[src/rtl/pipeline_ctrl.sv]
// pipeline_ctrl -- stall/flush/halt control for a five-stage in-order pipeline.
//
// Decides each cycle which pipeline registers advance and which get a bubble,
// from the fetch/data handshakes, the load-use hazard between EX and ID, control
// transfers resolved in EX and a halt retiring in WB.
//
// Ports
//   CLK                        system clock, rising edge
//   RST                        synchronous active-high reset
//   ihit, dhit                 fetch / data access completes this cycle
//   dREN_EX_MEM, dWEN_EX_MEM   load / store request in the memory stage
//   dREN_ID_EX, Rt_ID_EX       load in EX and its destination register
//   Rs_IF_ID, Rt_IF_ID         source registers of the instruction in ID
//   branch_taken, jump         control transfer resolved in EX
//   halt_MEM_WB                halt instruction reached WB
//   pc_enable, enable_*        pipeline register advance (combinational)
//   flush_IF_ID, flush_ID_EX   bubble inserted on the next edge (combinational)
//   halted                     registered, processor stopped
//   stall_count, flush_count   saturating performance counters (optional)
//
// Build option: define PIPE_CTRL_PERF_EN to add stall_count / flush_count.
//
// state    | meaning
// ---------+-----------------------------------------------------------
// RUN      | normal operation, pipeline advances on ihit
// MEM_WAIT | data access outstanding, pipeline frozen until dhit
// HALT     | halt retired, everything frozen until RST

module pipeline_ctrl (
  input  logic       CLK,
  input  logic       RST,
  input  logic       ihit,
  input  logic       dhit,
  input  logic       dREN_EX_MEM,
  input  logic       dWEN_EX_MEM,
  input  logic       dREN_ID_EX,
  input  logic [4:0] Rt_ID_EX,
  input  logic [4:0] Rs_IF_ID,
  input  logic [4:0] Rt_IF_ID,
  input  logic       branch_taken,
  input  logic       jump,
  input  logic       halt_MEM_WB,
  output logic       pc_enable,
  output logic       enable_IF_ID,
  output logic       enable_ID_EX,
  output logic       enable_EX_MEM,
  output logic       enable_MEM_WB,
  output logic       flush_IF_ID,
  output logic       flush_ID_EX,
  output logic       halted
`ifdef PIPE_CTRL_PERF_EN
  ,
  output logic [31:0] stall_count,
  output logic [31:0] flush_count
`endif
);

  localparam logic [1:0] RUN      = 2'd0;
  localparam logic [1:0] MEM_WAIT = 2'd1;
  localparam logic [1:0] HALT     = 2'd2;

  logic [1:0] state;
  logic [1:0] nextState;
  logic       dReq;
  logic       advance;
  logic       hazard;
  logic       ctrlXfer;

  assign dReq     = dREN_EX_MEM | dWEN_EX_MEM;
  assign advance  = ihit & (~dReq | dhit);
  assign ctrlXfer = branch_taken | jump;

  // r0 is hardwired zero, so a load targeting it never creates a dependency.
  assign hazard = dREN_ID_EX & (Rt_ID_EX != 5'd0) &
                  ((Rt_ID_EX == Rs_IF_ID) | (Rt_ID_EX == Rt_IF_ID));

  always_comb begin
    nextState = state;
    case (state)
      RUN: begin
        if (halt_MEM_WB)
          nextState = HALT;
        else if (dReq & ~dhit)
          nextState = MEM_WAIT;
      end
      MEM_WAIT: begin
        if (halt_MEM_WB)
          nextState = HALT;
        else if (dhit)
          nextState = RUN;
      end
      HALT:    nextState = HALT;
      default: nextState = RUN;
    endcase
  end

  always_ff @(posedge CLK) begin
    if (RST) begin
      state  <= RUN;
      halted <= 1'b0;
    end else begin
      state  <= nextState;
      halted <= (nextState == HALT);
    end
  end

  // Priority: reset > HALT > retiring halt > memory/fetch wait > branch/jump
  // flush > load-use bubble. RUN and MEM_WAIT share the same enable rules; the
  // state only tracks the outstanding access and the halt.
  always_comb begin
    pc_enable     = 1'b0;
    enable_IF_ID  = 1'b0;
    enable_ID_EX  = 1'b0;
    enable_EX_MEM = 1'b0;
    enable_MEM_WB = 1'b0;
    flush_IF_ID   = 1'b0;
    flush_ID_EX   = 1'b0;
    if (RST) begin
      flush_IF_ID = 1'b1;
      flush_ID_EX = 1'b1;
    end else if (state == HALT) begin
      pc_enable = 1'b0;
    end else if (halt_MEM_WB) begin
      // Only WB advances so the halt retires; everything upstream freezes.
      enable_MEM_WB = 1'b1;
    end else if (!advance) begin
      pc_enable = 1'b0;
    end else if (ctrlXfer) begin
      pc_enable     = 1'b1;
      enable_IF_ID  = 1'b1;
      enable_ID_EX  = 1'b1;
      enable_EX_MEM = 1'b1;
      enable_MEM_WB = 1'b1;
      flush_IF_ID   = 1'b1;
      flush_ID_EX   = 1'b1;
    end else if (hazard) begin
      // Hold PC and IF/ID, let the load move on and put a bubble behind it.
      enable_ID_EX  = 1'b1;
      enable_EX_MEM = 1'b1;
      enable_MEM_WB = 1'b1;
      flush_ID_EX   = 1'b1;
    end else begin
      pc_enable     = 1'b1;
      enable_IF_ID  = 1'b1;
      enable_ID_EX  = 1'b1;
      enable_EX_MEM = 1'b1;
      enable_MEM_WB = 1'b1;
    end
  end

`ifdef PIPE_CTRL_PERF_EN
  always_ff @(posedge CLK) begin
    if (RST) begin
      stall_count <= 32'd0;
      flush_count <= 32'd0;
    end else begin
      if (!pc_enable && (state != HALT) && (stall_count != 32'hFFFF_FFFF))
        stall_count <= stall_count + 32'd1;
      if (flush_IF_ID && (flush_count != 32'hFFFF_FFFF))
        flush_count <= flush_count + 32'd1;
    end
  end
`endif

endmodule

[config.mk]
export PLATFORM = sky130hd
export DESIGN_NAME = pipeline_ctrl
export DESIGN_NICKNAME = d
export VERILOG_FILES = /design/src/rtl/pipeline_ctrl.sv
export SDC_FILE = /design/constraint.sdc
export NUM_CORES = 1
export LEC_CHECK = 0
export BUFFER_PORTS_ARGS = -buffer_cell sky130_fd_sc_hd__buf_2
export CAP_MARGIN = 20
export CORE_AREA = 8 8 45 47
export CTS_CLUSTER_SIZE = 8
export DETAILED_ROUTE_END_ITERATION = 8
export DIE_AREA = 0 0 53 55
export GPL_TIMING_DRIVEN = 0
export MAX_ROUTING_LAYER = met4
export REMOVE_ABC_BUFFERS = 1
export SETUP_SLACK_MARGIN = 0.15
export SLEW_MARGIN = 20
export SYNTH_ARGS = -nofsm -noshare
export SYNTH_HDL_FRONTEND = slang
export SYNTH_SLANG_ARGS = --single-unit
[constraint.sdc]
create_clock -name CLK -period 1.05 [get_ports CLK]
set_input_delay 0.0525 -clock CLK [delete_from_list [all_inputs] [get_ports CLK]]
set_output_delay 0.0525 -clock CLK [all_outputs]
set_load 0.005 [all_outputs]
==> results of run 1 <==
## per-stage QoR
step	TNS (ps)	hold WS, ps
global placement	-693	285
CTS	-1140	35.8
finish	-961	59.4
floorplan	-126	122
global route	-1710	65.8
detailed placement	-681	288
## per-layer routing
| layer | part of all wire [%] | track usage [%] |
|---|---|---|
| met5 | 0 | - |
| met4 | 0 | 3.88 |
| met3 | 8.4 | 4.01 |
| met2 | 46 | 14.1 |
| met1 | 45 | 8.93 |
## area by class of cell
cell class                      count  area, um^2  share of cell area, %
Multi-Input combinational cell     33         258                   46.3
Timing Repair Buffer               34         204                   36.6
Sequential cell                     2        45.0                   8.09
Clock buffer                        3        22.5                   4.04
Tap cell                           16        20.0                   3.60
Inverter                            2        7.51                   1.35
## worst max-delay path: stages (launching register included)
cell	delay (ps)
dfxtp_2	310
nand2b_4	130
o2111ai_4	110
nor2_2	130
a21boi_2	180
buf_2	130
## cell families (layout without fill, tap and decap cells)
logic type	count (synthesis)	after routing	synth area share [%]
xor gates and xnor gates	10	10	30.3
AOI/OAI and AO/OA	10	10	24.2
buffers and inverters	4	39	7.79
DFF	2	2	13.9
and+or+nand+nor	13	13	23.8
## cells in the mapped netlist (2+ instances only)
master	instances
xnor2_1	10
a21oi_1	2
dfxtp_1	2
nand2_1	2
nand3_1	2
inv_1	2
nand2b_1	2
nor2_1	4
buf_4	2
## worst paths after layout
check	startpoint	end	slack, ps	cells past startpoint
max reg2reg	state[1]$_SDFF_PP0_	state[0]$_SDFF_PP0_	0	2
max	state[0]$_SDFF_PP0_	enable_IF_ID	-220	5
min	RST	state[1]$_SDFF_PP0_	60	2
min reg2reg	state[0]$_SDFF_PP0_	state[0]$_SDFF_PP0_	470	2
## power by group
| part | leakage, nW | switching (mW) | internal [mW] |
|---|---|---|---|
| Sequential | 0.0175 | 0.00570 | 0.0817 |
| Combinational | 0.227 | 0.0783 | 0.107 |
| Clock | 0.0138 | 0.0419 | 0.126 |
| Total | 0.259 | 0.126 | 0.314 |
## what timing repair did
action / CTS / global route
setup endpoints to repair: 8 / 8
hold buffers: 0 / 0
setup buffers: 2 / 0
pin swaps: 6 / 2
hold endpoints to repair: 0 / 0
gates resized for setup: 14 / 1
==> out/results.tsv, run 1 <==
metric	value	unit
dieArea	0.00292	mm^2
power	440	uW
finalSetupViolCount	6	
setup_ws	-218	ps
final_hold_viol_count	0	
regMostFlops	state	
syn_to_final_growth	92.6	%
peakVddDrop	0.289	mV
finalCritPeriodShare	121	%
min_period	1270	ps
h-tree-depth	1	
maxSlewViolCount	0	
clockBufferDepth	2	
max_slew.worst_pin.slew	316	ps
grt_max_degree	6	
largest_register_ffs	2	
gr-usage-all-layers	8.71	%
drtIter0Drc	1	
finalClockSkew	2.89	ps
synth_seq_cells	2	
ant_nets	0	
place.port_buffers	32	
critPathMaxFanout	3	
gp_congestion	0.706	
antenna_found_initial	0	
synth_async_sr_flop_share	0	%
dieWidth	53	um
preCtsSetupSlack	-242	ps
cellLeakagePower	0.259	nW
syn_area	289	um^2
fin_nets	101	
io_pins	33	
final_util	40.2	%
drive_gt1_share	60.8	%
avgSynthCellArea	7.41	um^2
status	finished, violations left	
firstDrtPassIters	2	
placedCellCount	85	
final_cells	90	
relSlewSlack	78.8	%
cts.sinks	2	
synth_area_leaders	xnor2_1 (30%), dfxtp_1 (14%), buf_4 (5.2%)	
crit_path_end_kind	output pin	
rsz0062_at_grt	yes	
layout_commonest_cell	buf_2	
drc	0	
root_buffer	clkbuf_4	
clk_pin_slew	30	ps
vias	403	
rows	14	
routedWlPerCell	12.0	um
drt-vias-per-instance	4.48	
hpwl	898	um
cp_data_required_time	1000	ps
fin_area	557	um^2
synth_edf_count	0	
grt_pass1_wl	1.84	mm
n_fill_cell	149	
critPathKind	flop to output pin	
synth_top_cell_area_share	30.3	%
clock_latency	220	ps
grt_pass1_vias	491	
yosysSeqAreaShare	13.9	%
crit_path_start_kind	flop	
final_cell_mix	buf_2 (28), xnor2_1 (10), nor2_1 (3), clkbuf_4 (3), buf_6 (3)	
cts_made_buffers	3	
max_cap_violations	0	
synthDistinctLibCells	20	
die_y	55	um
synth-warning-count	0	
fmax	789	MHz
diodes	0	
tritoncts	yes	
floorplan.initialDensity	20.9	%
top_regs	state (2)	
synth_top_cell_by_area	xnor2_1	
routed_wl	1.08	mm
ys.flop_type	dfxtp_1	
grt_overflow	0	
postPlaceCellArea	454	um^2
syn_inst	39	
core	0.00138	mm^2
hold_path_class	input pin to flop	
power-per-cell-area	791	mW/mm^2
critPathArrivalTime	1220	ps
violations	setup timing	
Note: power is estimated with default switching activity, not from simulation.
==> inputs of run 2 (changes only) <==
- ABC_AREA: unset -> 1
==> run 2 against run 1 <==
Against the previous run: the flow still finishes with violations (setup timing); global-route usage down 0.45 points; synthesized cell count is 92% higher; cell count up 42%; clock skew down 1.7 ps; clock-buffer cell count unchanged; clock power about the same; wire length is 8.6% higher; sequential power decreased by 2%; total power increased by 0.82%; sequential share of layout area is 1.2 points lower; critical path type unchanged.
==> out/results.tsv, run 2 <==
metric	value	unit	change
fin_nets	139		+38%
synth_edf_count	0		unchanged
yosysSeqAreaShare	11.1	%	-2.8 points
synth_area_leaders	nand2_1 (27%), inv_1 (16%), nor2_1 (11%)		
violations	setup timing		
max_stage_delay	320	ps	about the same
die_y	55	um	unchanged
core	0.00138	mm^2	unchanged
synth-warning-count	0		unchanged
grt_max_degree	5		-1
hpwl	974	um	+8.5%
max_cap_violations	0		unchanged
ant_nets	0		unchanged
vias	539		+34%
setup_ws	-177	ps	+41.1 ps
postPlaceCellArea	527	um^2	+16%
clk_pin_slew	30	ps	about the same
synth_most_common_cell	nand2_1		
routed_wl	1.17	mm	+8.6%
cts.sinks	2		unchanged
dieWidth	53	um	unchanged
peakVddDrop	0.247	mV	-15%
regMostFlops	state		
grt_pass1_vias	522		+6.3%
crit_chain	inv_2 -> nor2_2 -> nor2_2 -> nand2_2 -> nor2_4 -> nand2_2 -> inv_2 -> buf_6		
power-per-cell-area	724	mW/mm^2	-8.4%
status	finished, violations left		
rows	14		unchanged
cts_made_buffers	3		unchanged
grt_overflow	0		unchanged
grt_pass1_wl	1.78	mm	-3.4%
synth_top_cell_area_share	27.0	%	-3.3 points
gr-usage-all-layers	8.27	%	-0.45 points
max_slew.worst_pin.slew	229	ps	-86.8 ps
firstDrtPassIters	3		+1
largest_register_ffs	2		unchanged
hold_path_class	input pin to flop		
min_period	1230	ps	-41.1 ps
gp_congestion	0.855		+21%
syn_area	362	um^2	+25%
finalClockSkew	1.23	ps	-1.66 ps
r2r_setup_slack	20	ps	+20 ps
finalSetupViolCount	6		unchanged
antenna_found_initial	0		unchanged
finalCritPeriodShare	117	%	-3.9 points
place.port_buffers	32		unchanged
r2r_end	state[0]$_SDFF_PP0_		
synthTopCellsByCount	nand2_1 (26), inv_1 (15), nor2_1 (11)		
critPathArrivalTime	1170	ps	-50 ps
root_buffer	clkbuf_4		
cellLeakagePower	0.396	nW	+53%
cp_data_required_time	1000	ps	about the same
r2r_start	state[1]$_SDFF_PP0_		
rsz0062_at_grt	yes		
syn_to_final_growth	69.6	%	
drc	0		unchanged
syn_inst	75		+92%
dieArea	0.00292	mm^2	unchanged
drive_gt1_share	45.5	%	-15 points
timing.setup.tns	-952	ps	+8.75 ps
fin_area	613	um^2	+10%
synth_seq_cells	2		unchanged
routedWlPerCell	9.17	um	-24%
layout_commonest_cell	buf_2		
critPathKind	flop to output pin		
maxSlewViolCount	0		unchanged
crit_path_end_kind	output pin		
clock_latency	220	ps	about the same
tritoncts	yes		
drt-vias-per-instance	4.21		-6.0%
clockBufferDepth	2		unchanged
synth_top_cell_by_area	nand2_1		
hold_slack	41.1	ps	-18.3 ps
synth_async_sr_flop_share	0	%	unchanged
final_cell_mix	buf_2 (30), nand2_1 (24), inv_1 (13), nor2_1 (9)		
h-tree-depth	1		unchanged
floorplan.initialDensity	26.1	%	+5.2 points
drtIter0Drc	2		+1
critPathMaxFanout	3		unchanged
io_pins	33		unchanged
crit_path_start_kind	flop		
synthDistinctLibCells	19		-5.0%
fmax	815	MHz	+3.3%
hold_buffers	0		unchanged
hold_depth	2		unchanged
ys.flop_type	dfxtp_1		
relSlewSlack	84.6	%	+5.7 points
whs_endpoint	state[0]$_SDFF_PP0_		
top_regs	state (2)		
r2r.worst_path.cells	3		+1
avgSynthCellArea	4.82	um^2	-35%
worst_path_max_delay_cell	dfxtp_2		
min_from	halt_MEM_WB		
n_fill_cell	151		+1.3%
diodes	0		unchanged
final_hold_viol_count	0		unchanged
## run 2: worst max path at each step
stage / slack (ps) / cells past startpoint / endpoint / from
finish: -180 / 8 / pc_enable / state[1]$_SDFF_PP0_
global route: -260 / 8 / pc_enable / state[1]$_SDFF_PP0_
CTS: -190 / 8 / enable_IF_ID / state[1]$_SDFF_PP0_
detailed placement: -10 / 8 / enable_IF_ID / state[1]$_SDFF_PP0_
global placement: 20 / 7 / pc_enable / state[0]$_SDFF_PP0_
floorplan: 60 / 7 / enable_IF_ID / state[1]$_SDFF_PP0_
## run 2: worst max-delay path: cells and delay by family (launching register included)
kind	cells	cell delay, ps
and+or+nand+nor	5	440
buffers and inverters	3	210
DFF	1	320
## run 2: logic make-up after synthesis
| kind of cell | after synthesis | share of synthesized area [%] |
|---|---|---|
| flip-flops | 2 | 11.1 |
| AND/OR/NAND/NOR | 46 | 52.9 |
| XOR/XNOR | 2 | 4.85 |
| AO/OA/AOI/OAI | 5 | 8.30 |
| buffers and inverters | 20 | 22.8 |
## run 2: repair_timing
| action | CTS | global route |
|---|---|---|
| endpoints found under the setup margin | 7 | 9 |
| resized for setup | 7 | 5 |
| pin swaps | 5 | 4 |
| setup buffers | 2 | 2 |
## run 2: metal layers
metal  track usage, %  up-vias  part of all wire [%]
li1                 -      298                     -
met1             7.88      222                    39
met2             13.9       19                    53
met3             1.87        0                   8.6
met4             7.33        0                     0
met5                -        -                     0
## run 2: cell type report
| cell class | instances | area [um^2] | share of cell area, % |
|---|---|---|---|
| Clock buffer | 3 | 22.5 | 3.67 |
| Tap cell | 16 | 20.0 | 3.27 |
| Multi-Input combinational cell | 53 | 258 | 42.0 |
| Inverter | 18 | 67.6 | 11.0 |
| Timing Repair Buffer | 36 | 203 | 33.1 |
| Sequential cell | 2 | 42.5 | 6.94 |
## run 2: through the flow
step,power [mW],util (%),setup slack (ps),std cells
detailed placement,0.248,38.1,-11.0,121
CTS,0.447,41.8,-195,126
finish,0.444,44.3,-177,128
global placement,0.246,38.1,15.0,121
global route,0.483,44.3,-257,128
floorplan,0.165,-,57.3,73
## run 2: power by group
| part | total [mW] | internal, mW | leakage [nW] | switching, mW |
|---|---|---|---|---|
| clock | 0.170 | 0.126 | 0.0138 | 0.0439 |
| combinational | 0.188 | 0.0960 | 0.365 | 0.0921 |
| sequential | 0.0855 | 0.0819 | 0.0172 | 0.00369 |
| total | 0.444 | 0.304 | 0.396 | 0.140 |
==> inputs of run 3 (changes only) <==
- MAX_ROUTING_LAYER: met4 -> unset
==> run 3 against run 2 <==
Against the previous run: the run still ends with setup timing left; sequential share of layout area unchanged; largest power group unchanged; non-clock buffer count unchanged; die area unchanged; sequential power about the same; global-route usage down 0.24 points; wire length unchanged; cell count unchanged; utilization unchanged; fmax up 0.23%; clock power about the same; largest cell class unchanged.
==> out/results.tsv, run 3 (same netlist as run 2, synthesis figures left out) <==
metric	value	unit	change
status	finished, violations left		
violations	setup timing		
setup_ws	-174	ps	+2.77 ps
finalClockSkew	1.23	ps	-0.00157 ps
power-per-cell-area	723	mW/mm^2	about the same
maxSlewViolCount	0		unchanged
power	443	uW	about the same
root_buffer	clkbuf_4		
layout_commonest_cell	buf_2		
tritoncts	yes		
largest_register_ffs	2		unchanged
crit_path_end_kind	output pin		
grt_max_degree	5		unchanged
final_cell_mix	buf_2 (30), nand2_1 (24), inv_1 (13), nor2_1 (9)		
clockBufferDepth	2		unchanged
max_cap_violations	0		unchanged
io_pins	33		unchanged
place.port_buffers	32		unchanged
critPathKind	flop to output pin		
fin_nets	139		unchanged
cts.sinks	2		unchanged
cellLeakagePower	0.396	nW	unchanged
grt_pass1_vias	522		unchanged
preCtsSetupSlack	-11.0	ps	unchanged
routed_wl	1.17	mm	unchanged
syn_to_final_growth	69.6	%	unchanged
floorplan.initialDensity	26.1	%	unchanged
hold_slack	40.4	ps	-0.680 ps
antenna_found_initial	0		unchanged
regMostFlops	state		
crit_path_start_kind	flop		
n_fill_cell	151		unchanged
dieArea	0.00292	mm^2	unchanged
fin_area	613	um^2	unchanged
crit_chain	inv_2 -> nor2_2 -> nor2_2 -> nand2_2 -> nor2_4 -> nand2_2 -> inv_2 -> buf_6		
hpwl	974	um	unchanged
max_stage_delay	320	ps	about the same
cts_made_buffers	3		unchanged
finalSetupViolCount	6		unchanged
top_regs	state (2)		
fmax	817	MHz	+0.23%
path_buf_inv	3		unchanged
critPathMaxFanout	3		unchanged
postPlaceCellArea	527	um^2	unchanged
cp_top_family	simple AND/OR/NAND/NOR gates		
firstDrtPassIters	3		unchanged
gr-usage-all-layers	8.02	%	-0.24 points
ant_nets	0		unchanged
gp_congestion	0.842		-1.5%
cp_data_required_time	1000	ps	about the same
vias	534		-0.93%
rows	14		unchanged
dieWidth	53	um	unchanged
core	0.00138	mm^2	unchanged
peakVddDrop	0.247	mV	about the same
h-tree-depth	1		unchanged
grt_overflow	0		unchanged
finalCritPeriodShare	117	%	-0.26 points
diodes	0		unchanged
rsz0062_at_grt	yes		
min_period	1220	ps	-2.77 ps
drive_gt1_share	45.5	%	unchanged
drt-vias-per-instance	4.17		-0.93%
drtIter0Drc	2		unchanged
clock_latency	220	ps	about the same
final_hold_viol_count	0		unchanged
drc	0		unchanged
clk_pin_slew	30	ps	about the same
final_util	44.3	%	unchanged
worst_path_max_delay_cell	dfxtp_2		
routedWlPerCell	9.17	um	unchanged
hold_path_class	input pin to flop		
max_slew.worst_pin.slew	229	ps	-0.446 ps
relSlewSlack	84.6	%	about the same
grt_pass1_wl	1.78	mm	unchanged
die_y	55	um	unchanged
critPathArrivalTime	1170	ps	about the same
==> run 3: cell counts in the layout (fill, tap and decap cells not counted) <==
Identical to the previous run, type by type.
==> run 3: where the power goes <==
part           total [mW]  internal (mW)  leakage (nW)  switching, mW
registers          0.0854         0.0818        0.0172        0.00355
clock network       0.170          0.126        0.0138         0.0439
logic               0.188         0.0960         0.365         0.0920
==> run 3: metrics by stage <==
step           TNS [ps]  instances
2_1_floorplan         0         73
3_3_place_gp          0        121
3_5_place_dp      -19.6        121
4_1_cts            -892        126
5_1_grt           -1560        128
6_report           -936        128
==> run 3: cell type report <==
cell class / instances / area (um^2) / area share [%]
tap: 16 / 20.0 / 3.27
multi-input combinational: 53 / 258 / 42.0
sequential: 2 / 42.5 / 6.94
clock buffer: 3 / 22.5 / 3.67
inverter: 18 / 67.6 / 11.0
timing repair buffer: 36 / 203 / 33.1
==> run 3: final timing paths <==
check	startpoint	end	slack (ps)	depth (start not counted)
max	state[1]$_SDFF_PP0_	pc_enable	-170	8
min	halt_MEM_WB	state[0]$_SDFF_PP0_	40	2
max reg2reg	state[1]$_SDFF_PP0_	state[0]$_SDFF_PP0_	20	3
min reg2reg	state[0]$_SDFF_PP0_	state[1]$_SDFF_PP0_	450	1
==> run 3: what timing repair did <==
| item | CTS | global route |
|---|---|---|
| setup endpoints to repair | 7 | 9 |
| endpoints found under the hold margin | 0 | 0 |
| hold buffers | 0 | 0 |
| setup buffers | 2 | 2 |
| gates cloned | 0 | 0 |
| pin swaps | 5 | 4 |
| resized for setup | 7 | 5 |
==> run 3: per-layer routing <==
metal  routed length, um  GRT usage (%)
met5                   0              0
met1                 431           7.42
met2                 619           13.9
met3                 123           2.67
met4                   0           7.33
